File: src/rtl/baby_exec_controller.sv
// Run-control sequencer for the manchester_baby core: free run, step N
// instructions, halt, RAM-address breakpoint and a timed reset pulse, with
// an executed-instruction counter.
module baby_exec_controller #(
    parameter int unsigned RESET_CYCLES = 4,
    parameter int unsigned COUNT_W      = 16
) (
    input  logic               clk,
    input  logic               rst_n,
    input  logic [7:0]         cmd_i,
    input  logic               cmd_valid_i,
    output logic               cmd_ready_o,
    input  logic               baby_clock_i,
    input  logic               stop_lamp_i,
    input  logic [4:0]         ram_addr_i,
    output logic               exec_en_o,
    output logic               baby_rst_n_o,
    output logic [2:0]         state_o,
    output logic               bp_hit_o,
    output logic [COUNT_W-1:0] instr_count_o
);

    typedef enum logic [2:0] {
        S_HALTED    = 3'd0,
        S_RUNNING   = 3'd1,
        S_STEPPING  = 3'd2,
        S_STOPPED   = 3'd3,
        S_RESETTING = 3'd4
    } state_e;

    typedef enum logic [2:0] {
        OP_NOP       = 3'b000,
        OP_RUN       = 3'b001,
        OP_STEP      = 3'b010,
        OP_HALT      = 3'b011,
        OP_RESET     = 3'b100,
        OP_SET_BP    = 3'b101,
        OP_CLR_BP    = 3'b110,
        OP_CLR_COUNT = 3'b111
    } op_e;

    localparam logic [3:0] RST_LOAD = 4'(RESET_CYCLES - 1);

    state_e             state_q, state_d;
    logic               exec_en_q, exec_en_d;
    logic               baby_rst_n_q, baby_rst_n_d;
    logic               bclk_q;
    logic [5:0]         step_cnt_q, step_cnt_d;
    logic [3:0]         rst_cnt_q, rst_cnt_d;
    logic               bp_en_q, bp_en_d;
    logic [4:0]         bp_addr_q, bp_addr_d;
    logic               bp_hit_q, bp_hit_d;
    logic [COUNT_W-1:0] count_q, count_d;

    op_e                op;
    logic [4:0]         arg;
    logic               cmd_acc;
    logic               ib;
    logic               active;
    logic               bp_match;
    logic               step_done;
    logic               step_load;
    logic               reset_start;
    logic               lamp_block;

    assign op          = op_e'(cmd_i[7:5]);
    assign arg         = cmd_i[4:0];
    assign cmd_ready_o = (state_q != S_RESETTING);
    assign cmd_acc     = cmd_valid_i & cmd_ready_o;
    assign ib          = exec_en_q & baby_clock_i & ~bclk_q;
    assign active      = (state_q == S_RUNNING) || (state_q == S_STEPPING);
    assign bp_match    = active & bp_en_q & ib & (ram_addr_i == bp_addr_q);
    assign step_done   = (state_q == S_STEPPING) & ib & (step_cnt_q == 6'd1);
    assign lamp_block  = (state_q == S_STOPPED) & stop_lamp_i;

    // State register.
    always_ff @(posedge clk or negedge rst_n) begin
        if (!rst_n) begin
            state_q <= S_HALTED;
        end else begin
            state_q <= state_d;
        end
    end

    // Next state: RESETTING timer > stop lamp > breakpoint > step done > command.
    always_comb begin
        state_d   = state_q;
        step_load = 1'b0;
        if (state_q == S_RESETTING) begin
            if (rst_cnt_q == '0) begin
                state_d = S_HALTED;
            end
        end else if (active && stop_lamp_i) begin
            state_d = S_STOPPED;
        end else if (bp_match || step_done) begin
            state_d = S_HALTED;
        end else if (cmd_acc) begin
            case (op)
                OP_RUN: begin
                    if (!lamp_block) begin
                        state_d = S_RUNNING;
                    end
                end
                OP_STEP: begin
                    if (!lamp_block) begin
                        state_d   = S_STEPPING;
                        step_load = 1'b1;
                    end
                end
                OP_HALT:  state_d = S_HALTED;
                OP_RESET: state_d = S_RESETTING;
                default:  state_d = state_q;
            endcase
        end
    end

    // Outputs decoded from the next state so they switch on the same edge as the state.
    always_comb begin
        exec_en_d    = (state_d == S_RUNNING) || (state_d == S_STEPPING);
        baby_rst_n_d = (state_d != S_RESETTING);
        reset_start  = (state_d == S_RESETTING) && (state_q != S_RESETTING);
    end

    // Registered run-control outputs.
    always_ff @(posedge clk or negedge rst_n) begin
        if (!rst_n) begin
            exec_en_q    <= 1'b0;
            baby_rst_n_q <= 1'b1;
        end else begin
            exec_en_q    <= exec_en_d;
            baby_rst_n_q <= baby_rst_n_d;
        end
    end

    // Step/reset timers, breakpoint registers and instruction counter next values.
    always_comb begin
        step_cnt_d = step_cnt_q;
        if (step_load) begin
            step_cnt_d = (arg == '0) ? 6'd32 : {1'b0, arg};
        end else if ((state_q == S_STEPPING) && ib) begin
            step_cnt_d = step_cnt_q - 6'd1;
        end

        rst_cnt_d = RST_LOAD;
        if (state_q == S_RESETTING) begin
            rst_cnt_d = (rst_cnt_q == '0) ? '0 : rst_cnt_q - 4'd1;
        end

        bp_en_d   = bp_en_q;
        bp_addr_d = bp_addr_q;
        bp_hit_d  = bp_hit_q;
        if (cmd_acc && (op == OP_SET_BP)) begin
            bp_en_d   = 1'b1;
            bp_addr_d = arg;
            bp_hit_d  = 1'b0;
        end else if (cmd_acc && (op == OP_CLR_BP)) begin
            bp_en_d  = 1'b0;
            bp_hit_d = 1'b0;
        end else if (reset_start) begin
            bp_hit_d = 1'b0;
        end
        // A hit in the same cycle as a clearing command is still reported.
        if (bp_match) begin
            bp_hit_d = 1'b1;
        end

        count_d = count_q;
        if (cmd_acc && (op == OP_CLR_COUNT)) begin
            count_d = '0;
        end else if ((state_q == S_RESETTING) && (state_d == S_HALTED)) begin
            count_d = '0;
        end else if (ib) begin
            count_d = count_q + COUNT_W'(1);
        end
    end

    // Datapath registers.
    always_ff @(posedge clk or negedge rst_n) begin
        if (!rst_n) begin
            bclk_q     <= 1'b0;
            step_cnt_q <= '0;
            rst_cnt_q  <= '0;
            bp_en_q    <= 1'b0;
            bp_addr_q  <= '0;
            bp_hit_q   <= 1'b0;
            count_q    <= '0;
        end else begin
            bclk_q     <= baby_clock_i;
            step_cnt_q <= step_cnt_d;
            rst_cnt_q  <= rst_cnt_d;
            bp_en_q    <= bp_en_d;
            bp_addr_q  <= bp_addr_d;
            bp_hit_q   <= bp_hit_d;
            count_q    <= count_d;
        end
    end

    assign exec_en_o     = exec_en_q;
    assign baby_rst_n_o  = baby_rst_n_q;
    assign state_o       = state_q;
    assign bp_hit_o      = bp_hit_q;
    assign instr_count_o = count_q;

endmodule

File: config.mk
export PLATFORM = sky130hd
export DESIGN_NAME = baby_exec_controller
export DESIGN_NICKNAME = d
export VERILOG_FILES = /design/src/rtl/baby_exec_controller.sv
export SDC_FILE = /design/constraint.sdc
export NUM_CORES = 1
export LEC_CHECK = 0
export BUFFER_PORTS_ARGS = -buffer_cell sky130_fd_sc_hd__buf_2
export CORE_ASPECT_RATIO = 1.5
export CORE_UTILIZATION = 59
export CTS_CLUSTER_DIAMETER = 50
export DETAILED_ROUTE_END_ITERATION = 10
export PLACE_DENSITY = 0.84
export SLEW_MARGIN = 30
export SYNTH_ARGS = -nofsm -noshare
export SYNTH_HDL_FRONTEND = slang
export SYNTH_SLANG_ARGS = --single-unit
File: constraint.sdc
create_clock -name clk -period 6.19 [get_ports clk]
set_clock_uncertainty 0.15 [all_clocks]
set_input_delay 0.3095 -clock clk [delete_from_list [all_inputs] [get_ports clk]]
set_output_delay 0.3095 -clock clk [all_outputs]
set_load 0.05 [all_outputs]
# After elaboration in Yosys (flattened, before gate mapping)
# Cells that the tools add are included.
dict set report classes {
  mux 28
  bitwise_logic 10
  n_reduce_logical 17
  mul 0
  div 0
  order_cmp 0
  addsub 3
  shift 0
  n_eq_ne 18
}
# cell count
set op_table {}
lappend op_table {{$mux 16} 3}
lappend op_table {{$mux 3} 7}
lappend op_table {{$eq 3x3->1 const B} 6}
lappend op_table {{$mux 6} 3}
lappend op_table {{$add 16x1->16 const B} 1}
lappend op_table {{$eq 3x2->1 const B} 5}
lappend op_table {{$mux 1} 12}
lappend op_table {{$pmux 3 s4} 1}
lappend op_table {{$and 1x1->1} 9}
lappend op_table {{$eq 3x1->1 const B} 3}
lappend op_table {{$mux 4} 2}
lappend op_table {{$logic_and 1x1->1} 7}
lappend op_table {{$eq 6x1->1 const B} 1}
lappend op_table {{$ne 3x3->1 const B} 2}
lappend op_table {{$sub 6x1->6 const B} 1}
lappend op_table {{$eq 5x5->1} 1}
lappend op_table {{$logic_not 5->1} 1}
lappend op_table {{$logic_not 4->1} 1}
lappend op_table {{$reduce_bool 2->1} 2}
lappend op_table {{$reduce_bool 4->1} 1}
lappend op_table {{$sub 4x1->4 const B} 1}
lappend op_table {{$logic_not 3->1} 1}
lappend op_table {{$logic_or 1x1->1} 3}
lappend op_table {{$reduce_bool 3->1} 1}
lappend op_table {{$not 1->1} 1}
dict set report word_totals {
  output_inout_bits 23
  ff_bits 39
  ram_bits 0
  latch_bits 0
  rom_bits 0
  mem_count 0
}

# Longest topological paths before layout
# Gate-level depths: netlist (run 1).
dict set report logic_depth {
  word_depth 15
  ltp_mapped 7
}

# Worst setup path before layout (run 1)
# OpenSTA, ideal clock, no wires.
dict set report synth_path {
  path_kind {register to register}
  start {register state_q[0], in the netlist state_o[0]}
  end {register step_cnt_q[0]}
  path_stages_with_launch 8
  synth_period_minus_slack_ns 2.466
  required_ns 5.915
  n_path_buf 1
  path_slack_ns 3.724
  arrival_ns 2.191
  cell_sequence {dfrtp_1 -> clkbuf_2 -> nor3b_4 -> inv_4 -> nand2_1 -> or3_1 -> nor3_4 -> mux2_2}
}
# item line
set synth_rtl {}
lappend synth_rtl {{start: declaration} 44} ;# state_e state_q, state_d;
lappend synth_rtl {{start signal: assignment} 81} ;# state_q <= state_d;
lappend synth_rtl {{$ne 3x3->1 *} 68} ;# assign cmd_ready_o = (state_q != S_RESETTING);
lappend synth_rtl {{via cmd_ready_o} 12} ;# output logic cmd_ready_o,
lappend synth_rtl {{$and 1x1->1 *} 69} ;# assign cmd_acc = cmd_valid_i & cmd_ready_o;
lappend synth_rtl {{$mux 1 *} 97} ;# end else if (cmd_acc) begin
lappend synth_rtl {{$mux 1 *} 95} ;# end else if (bp_match || step_done) begin
lappend synth_rtl {{$mux 1 *} 93} ;# end else if (active && stop_lamp_i) begin
lappend synth_rtl {{$mux 1 *} 89} ;# if (state_q == S_RESETTING) begin
lappend synth_rtl {{$mux 6 or $reduce_bool 2->1 (tied branches)} -}
lappend synth_rtl {{end signal: assignment} 189} ;# step_cnt_q <= step_cnt_d;
lappend synth_rtl {{end: declaration} 48} ;# logic [5:0] step_cnt_q, step_cnt_d;
# The timed path passes the listed nets; every way through them passes the cells marked *.
# A chain may end at the register's enable or synchronous reset.

# Final worst setup path (run 1)
dict set report layout_path {
  start {register state_q[2], in the netlist state_o[2]}
  end {register step_cnt_q[3]}
}
dict set report layout_between {
  elab_chain_cells 10
}
# item line
set layout_lines {}
lappend layout_lines {{$eq 3x1->1 or $eq 3x2->1 (tied branches)} {71, 73, 140}}
lappend layout_lines {{$logic_or 1x1->1} 71} ;# assign active = (state_q == S_RUNNING) || (state_q == S_STEPPING);
lappend layout_lines {{$and 1x1->1 (3 in a row)} 72} ;# assign bp_match = active & bp_en_q & ib & (ram_addr_i == bp_addr_q);
lappend layout_lines {{$logic_or 1x1->1} 95}
lappend layout_lines {{$mux 1} 95}
lappend layout_lines {{$mux 1} 93}
lappend layout_lines {{$mux 1} 89}
lappend layout_lines {{$mux 6 or $reduce_bool 2->1 (tied branches)} -}
# Several ways; a longest one is shown, not always the timed one.

==> flow_summary.toml, run 1 <==
[yosys]
synth_compound_area_share_pct = 8.801
synth.distinct_cells = 45
async_reset_ff_share_pct = 100.0
syn_inst = 209
synth_area_um2 = 2118
synth_ff_type = "dfrtp_1"
yosysSeqAreaShare_pct = 46.13
synth_top_family_by_area = "simple AND/OR/NAND/NOR gates"
synthXorXnorAreaFrac_pct = 11.16
synth-simple-area-share_pct = 23.86
synthMuxAreaShare_pct = 5.789
yosysWarnings = 0
ys_ff_latch = 39
synth-adder-area-share_pct = 1.772
synth_edf_count = 0
synth_nets = 230
synth_area_per_cell_um2 = 10.14

[clock_tree]
clockBufferDepth = 2
cts_resized = 0
cts_tree = "yes"
cts_sinks = 39
tritoncts.num_buffers = 5
clkLatencyLatePin_ns = 0.28
clk_pin_slew_ns = 0.07
cts_root_buffer = "clkbuf_8"
htreeDepth = 2

[routing]
via_per_inst = 5.772
drtIter0Drc = 52
wire_per_inst_um = 14.09
firstDrtPassIters = 6
drc = 0
ant_nets = 0
vias = 1697
wl_um = 4142

[floorplan]
die_h_um = 75.39
num_io_pins = 41
start_util_pct = 62.01
die_area_um2 = 3839
die_width_um = 50.93
num_rows = 26
core_um2 = 3416

[outcome]
status = "finished, final reports clean"

[global_routing]
busiest_layer = "met2"
met1_usage_pct = 26.53
grt_use_met2_pct = 42.40
grt-ovfl-total = 0
grt.total_usage_pct = 23.28
grt_pass1_vias = 1552
grt_pass1_wl_um = 6651
antenna_found_initial = 0
use_met3_pct = 4.990
grt_max_degree = 40

[sta]
finalMaxSlewViolations = 0
max_slew_margin_pct = 60.77
fin_ws_ns = 4.051
period_minus_slack_ns = 2.139
setup_tns_ns = 0
rsz0062_at_grt = "false"
worstMarginPinSlew_ns = 0.5793
timing_hold_violations_final = 0
fin_crit_sh_pct = 34.55
fmax_mhz = 467.6
setup_violations = 0

[placed_design]
hpwl_um = 3036
place_area_um2 = 2340
gp_congestion = 0.8643
io_buffers = 40
post-place-ws_ns = 4.062

[flow_run]
max_cap_violations = 0

[finish]
fin_nets = 272
area_growth_syn_to_layout_pct = 14.83
stdcell_area_um2 = 2432
num_antenna_cells = 0
drive_gt1_share_pct = 24.60

[critical_path]
critPathLaunchType = "register"
path_class = "register to register"
path_cells = "nor3b_4, inv_4, nand2_1, or3_1, nor3_4, mux2_2"
crit_slowest_cell = "dfrtp_1"
end_kind = "register"
required_ns = 6.21
critPathMaxFanout = 8
r2r_slack_ns = 4.05
arrival_ns = 2.16
crit_path_max_incr_delay_ns = 0.45

[power_and_ir_drop]
powerDensity_nw_per_um2 = 323.8
p_leak_nw = 1.098
vdd.ir_drop.worst_uv = 233.5

[min_path]
hold_class = "input pin to register"
-- per-stage QoR --
step	total power (W)	util, %	hold slack [ns]	cells
floorplan	0.0005628	-	-0.1361	209
detailed placement	0.0006297	68.50	0.3151	285
global route	0.0008289	71.21	0.04151	294
finish	0.0007877	71.21	0.04592	294
global placement	0.0006224	68.50	0.3164	285
CTS	0.0007902	70.84	0.01070	293
-- area by class of cell --
cell class              count  area (um^2)
inverters                   5        21.27
flip-flops and latches     39        977.2
well taps                  42        52.55
repair buffers             41        212.7
clock buffers               8        80.08
fillers                   282        983.4
multi-input cells         159         1089
-- sequential cells by signal, indices dropped and copies added, names as in the netlist, 3 cells and up --
| name | count |
|---|---|
| instr_count_o | 16 |
| step_cnt_q | 6 |
| bp_addr_q | 5 |
| rst_cnt_q | 4 |
| state_o | 3 |
-- report_power, final --
group | internal, W | leakage, nW | total (W) | switching [W]
registers | 0.000301 | 0.493 | 0.000361 | 0.0000600
clock network | 0.0000800 | 0.0395 | 0.000160 | 0.0000804
logic | 0.000101 | 0.565 | 0.000266 | 0.000166
-- cells by family after synthesis --
logic type	Yosys count
and+or+nand+nor	90
DFF	39
AOI/OAI and AO/OA	28
xor gates and xnor gates	27
buffers and inverters	11
muxes	11
adders and majority gates	3
-- placed cells by master (no fill, tap or decap), drive strengths merged, types with 2 or more instances in the layout --
cell    count
a21oi       8
and3        2
and4        2
buf        40
clkbuf      8
dfrtp      38
ha          3
inv         5
mux2       10
nand2      21
nand3       4
nand3b      5
nand4       6
nand4b      3
nor2       23
nor2b       2
nor3        8
nor4        3
o21ai      10
o311ai      2
o31ai       2
or3         4
xnor2      13
xor2       14
-- cell usage after synthesis (all sizes together) (4+ instances only) --
library cell  number  area share (%)
dfrtp             38              45
nor2              23             4.1
nand2             21             3.7
xor2              14             5.8
xnor2             13             5.4
mux2              10             5.3
o21ai             10             2.9
a21oi              8             1.9
nor3               8             2.4
nand4              6             1.8
inv                5             1.0
nand3b             5             1.8
nand3              4            0.95
or3                4             1.2
-- metal layers --
metal	share of wire [%]	wire (um)	vias to the layer above
li1	-	-	830
met1	40	1641	807
met2	54	2243	54
met3	4.8	198	6
met4	1.4	57	0
met5	0	0	-
-- worst paths after layout --
check                        startpoint            end  cells past startpoint
max                          state_o[2]  step_cnt_q[3]                      6
min                        baby_clock_i         bclk_q                      1
max reg2reg                  state_o[2]  step_cnt_q[3]                      6
min reg2reg                bp_addr_q[0]   bp_addr_q[0]                      1
max in group asynchronous         rst_n   baby_rst_n_o                      2
min in group asynchronous         rst_n   rst_cnt_q[3]                      2
-- worst max-delay path, delay by kind of cell (launching register included) --
kind,cells,cell delay [ns]
buffers and inverters,1,0.10
DFF,1,0.45
muxes,1,0.38
and+or+nand+nor,4,0.95
-- repair_timing --
item | CTS | global route
hold buffers | 0 | 1
endpoints found under the hold margin | 0 | 38
setup buffers | 0 | 0
Power figures use the tool's default switching activity.
==> run 2: changes to the inputs <==
--- a/config.mk
+++ b/config.mk
@@ -5,12 +5,13 @@
 export SDC_FILE = /design/constraint.sdc
 export NUM_CORES = 1
 export LEC_CHECK = 0
+export ABC_AREA = 1
 export BUFFER_PORTS_ARGS = -buffer_cell sky130_fd_sc_hd__buf_2
 export CORE_ASPECT_RATIO = 1.5
-export CORE_UTILIZATION = 59
+export CORE_UTILIZATION = 56
 export CTS_CLUSTER_DIAMETER = 50
 export DETAILED_ROUTE_END_ITERATION = 10
-export PLACE_DENSITY = 0.84
+export PLACE_DENSITY = 0.8
 export SLEW_MARGIN = 30
 export SYNTH_ARGS = -nofsm -noshare
 export SYNTH_HDL_FRONTEND = slang
==> constraint.sdc (replaced) <==
create_clock -name clk -period 2.1 [get_ports clk]
set_clock_uncertainty 0.15 [all_clocks]
set_input_delay 0.105 -clock clk [delete_from_list [all_inputs] [get_ports clk]]
set_output_delay 0.105 -clock clk [all_outputs]
set_load 0.05 [all_outputs]
==> flow_summary.toml, run 2 <==
[sta]
timing_hold_violations_final = 0
max_slew_margin_pct = 66.75
setup_violations = 0
worstMarginPinSlew_ns = 0.4987
fmax_mhz = 536.0
rsz0062_at_grt = "false"
setup_tns_ns = 0
period_minus_slack_ns = 1.866
fin_ws_ns = 0.2344
finalMaxSlewViolations = 0
fin_crit_sh_pct = 88.84

[yosys]
synth_area_per_cell_um2 = 8.075
synth_area_leaders = "dfrtp_1, nand2_1, inv_1"
yosysTopAreaCellShare_pct = 40.47
synth_nets = 312
synth.distinct_cells = 36
syn_inst = 291
yosysMostFrequentCell = "nand2_1"
async_reset_ff_share_pct = 100.0
synth_area_um2 = 2350
synth_edf_count = 0
yosysWarnings = 0
synth_common_cells = "nand2_1, dfrtp_1, inv_1, nor2_1, nand3_1"
yosysSeqAreaShare_pct = 41.59
ys_ff_latch = 39
synth_ff_type = "dfrtp_1"
yosysTopAreaCell = "dfrtp_1"

[outcome]
status = "finished, final reports clean"

[power_and_ir_drop]
p_sw_share_pct = 41.06
p_leak_nw = 1.418
p_seq_share_pct = 38.0
pwr-share-comb_pct = 37.9
p_clk_share_pct = 24.1
p_total_w = 0.002719
internal-power_w = 0.001602
powerDensity_nw_per_um2 = 967.4
p_switching_w = 0.001116
vdd.ir_drop.worst_uv = 829.0

[routing]
via_per_inst = 5.527
vias = 2172
wl_um = 5342
ant_nets = 0
drtIter0Drc = 71
wire_per_inst_um = 13.59
firstDrtPassIters = 4
drc = 0

[finish]
num_antenna_cells = 0
largest_register_ffs = 16
stdcell_area_um2 = 2810
most-common-layout-cells = "nand2_1, buf_2, dfrtp_1, inv_1, nor2_1"
fillers = 339
drive_gt1_share_pct = 25.29
fin_nets = 368
area_growth_syn_to_layout_pct = 19.60
final_common_cell = "nand2_1"

[global_routing]
antenna_found_initial = 0
grt_pass1_wl_um = 8397
grt_max_degree = 40
grt_pass1_vias = 1928
grt.total_usage_pct = 26.53
grt-ovfl-total = 0

[clock_tree]
clkLatencyLatePin_ns = 0.29
cts_setup_buffers = 0
clk_pin_slew_ns = 0.08
clockBufferDepth = 2
cts_sinks = 39
cts_resized = 0
tritoncts.num_buffers = 5
cts_root_buffer = "clkbuf_8"
htreeDepth = 2
cts_tree = "yes"

[floorplan]
start_util_pct = 58.83
num_rows = 28
die_h_um = 81.34
num_io_pins = 41
core_um2 = 3994
die_width_um = 54.89
die_area_um2 = 4464

[critical_path]
crit_path_max_incr_delay_ns = 0.45
worst-path-buf-inv = 2
cp_top_family = "simple AND/OR/NAND/NOR gates"
critPathLaunchType = "register"
critPathMaxFanout = 7
arrival_ns = 1.91
required_ns = 2.15
path_class = "register to register"
end_kind = "register"
path_cells = "nor2_1, nand2_4, nand2_4, nor2_2, nand3_1, nand3_1, inv_1, o21ai_0, nand2_1, inv_1"
crit_slowest_cell = "dfrtp_1"

[placed_design]
io_buffers = 40
hpwl_um = 3978
post-place-ws_ns = 0.2492
gp_congestion = 0.8565
place_area_um2 = 2620

[min_path]
hold_class = "input pin to register"

[flow_run]
max_cap_violations = 0
## run 2: final timing paths
kind,from,endpoint,slack (ns),cells past startpoint
max,state_o[1],instr_count_o[14],0.23,10
min,cmd_i[5],instr_count_o[0],0.14,4
max reg2reg,state_o[1],instr_count_o[14],0.23,10
min reg2reg,rst_cnt_q[0],rst_cnt_q[0],0.33,1
max in group asynchronous,rst_n,baby_rst_n_o,1.27,2
min in group asynchronous,rst_n,instr_count_o[2],0.16,2
## run 2: power by group through the flow
stage	logic [W]	registers, W	clock network, W
detailed placement	0.00101	0.00105	0
floorplan	0.000572	0.00123	0
finish	0.00103	0.00103	0.000654
global placement	0.000991	0.00104	0
CTS	0.00103	0.00103	0.000662
global route	0.00113	0.00105	0.000693
## run 2: cell families after synthesis
group / share of synthesized area [%]
buffers and inverters: 7.721
xor gates and xnor gates: 4.846
and+or+nand+nor: 33.65
adders and majority gates: 1.598
AOI/OAI and AO/OA: 10.60
DFF: 41.59
## run 2: repair_timing
action	4_1_cts	5_1_grt
setup endpoints to repair	0	0
hold endpoints to repair	46	0
hold buffers	7	0
## run 2: through the flow
stage	hold slack [ns]	util, %	std cells
floorplan	-0.3406	-	291
global placement	0.1086	65.60	378
detailed placement	0.1129	65.60	378
CTS	0.1296	70.30	393
global route	0.1781	70.36	393
finish	0.1400	70.36	393
## run 2: worst reg2reg max path, delay by kind of cell (launching register included)
family          cells  cell delay [ns]
flops               1             0.45
buf+inv             2             0.25
simple gates        7             0.78
compound gates      1             0.13
## run 2: routing by layer
metal	part of all wire (%)	global-route usage [%]	wire length (um)
met1	38	28.57	2047
met4	3.1	10.50	166
met5	0	0	0
met3	4.7	6.367	249
met2	54	47.47	2879
## run 2: layout make-up
class                   instances  area, um^2  area share [%]
multi-input cells             206        1191           42.39
flip-flops and latches         39       977.2           34.77
repair buffers                 51       302.8           10.77
inverters                      44       165.2           5.877
clock buffers                   6       82.58           2.939
well taps                      45       56.30           2.004
clock inverters                 2       35.03           1.247
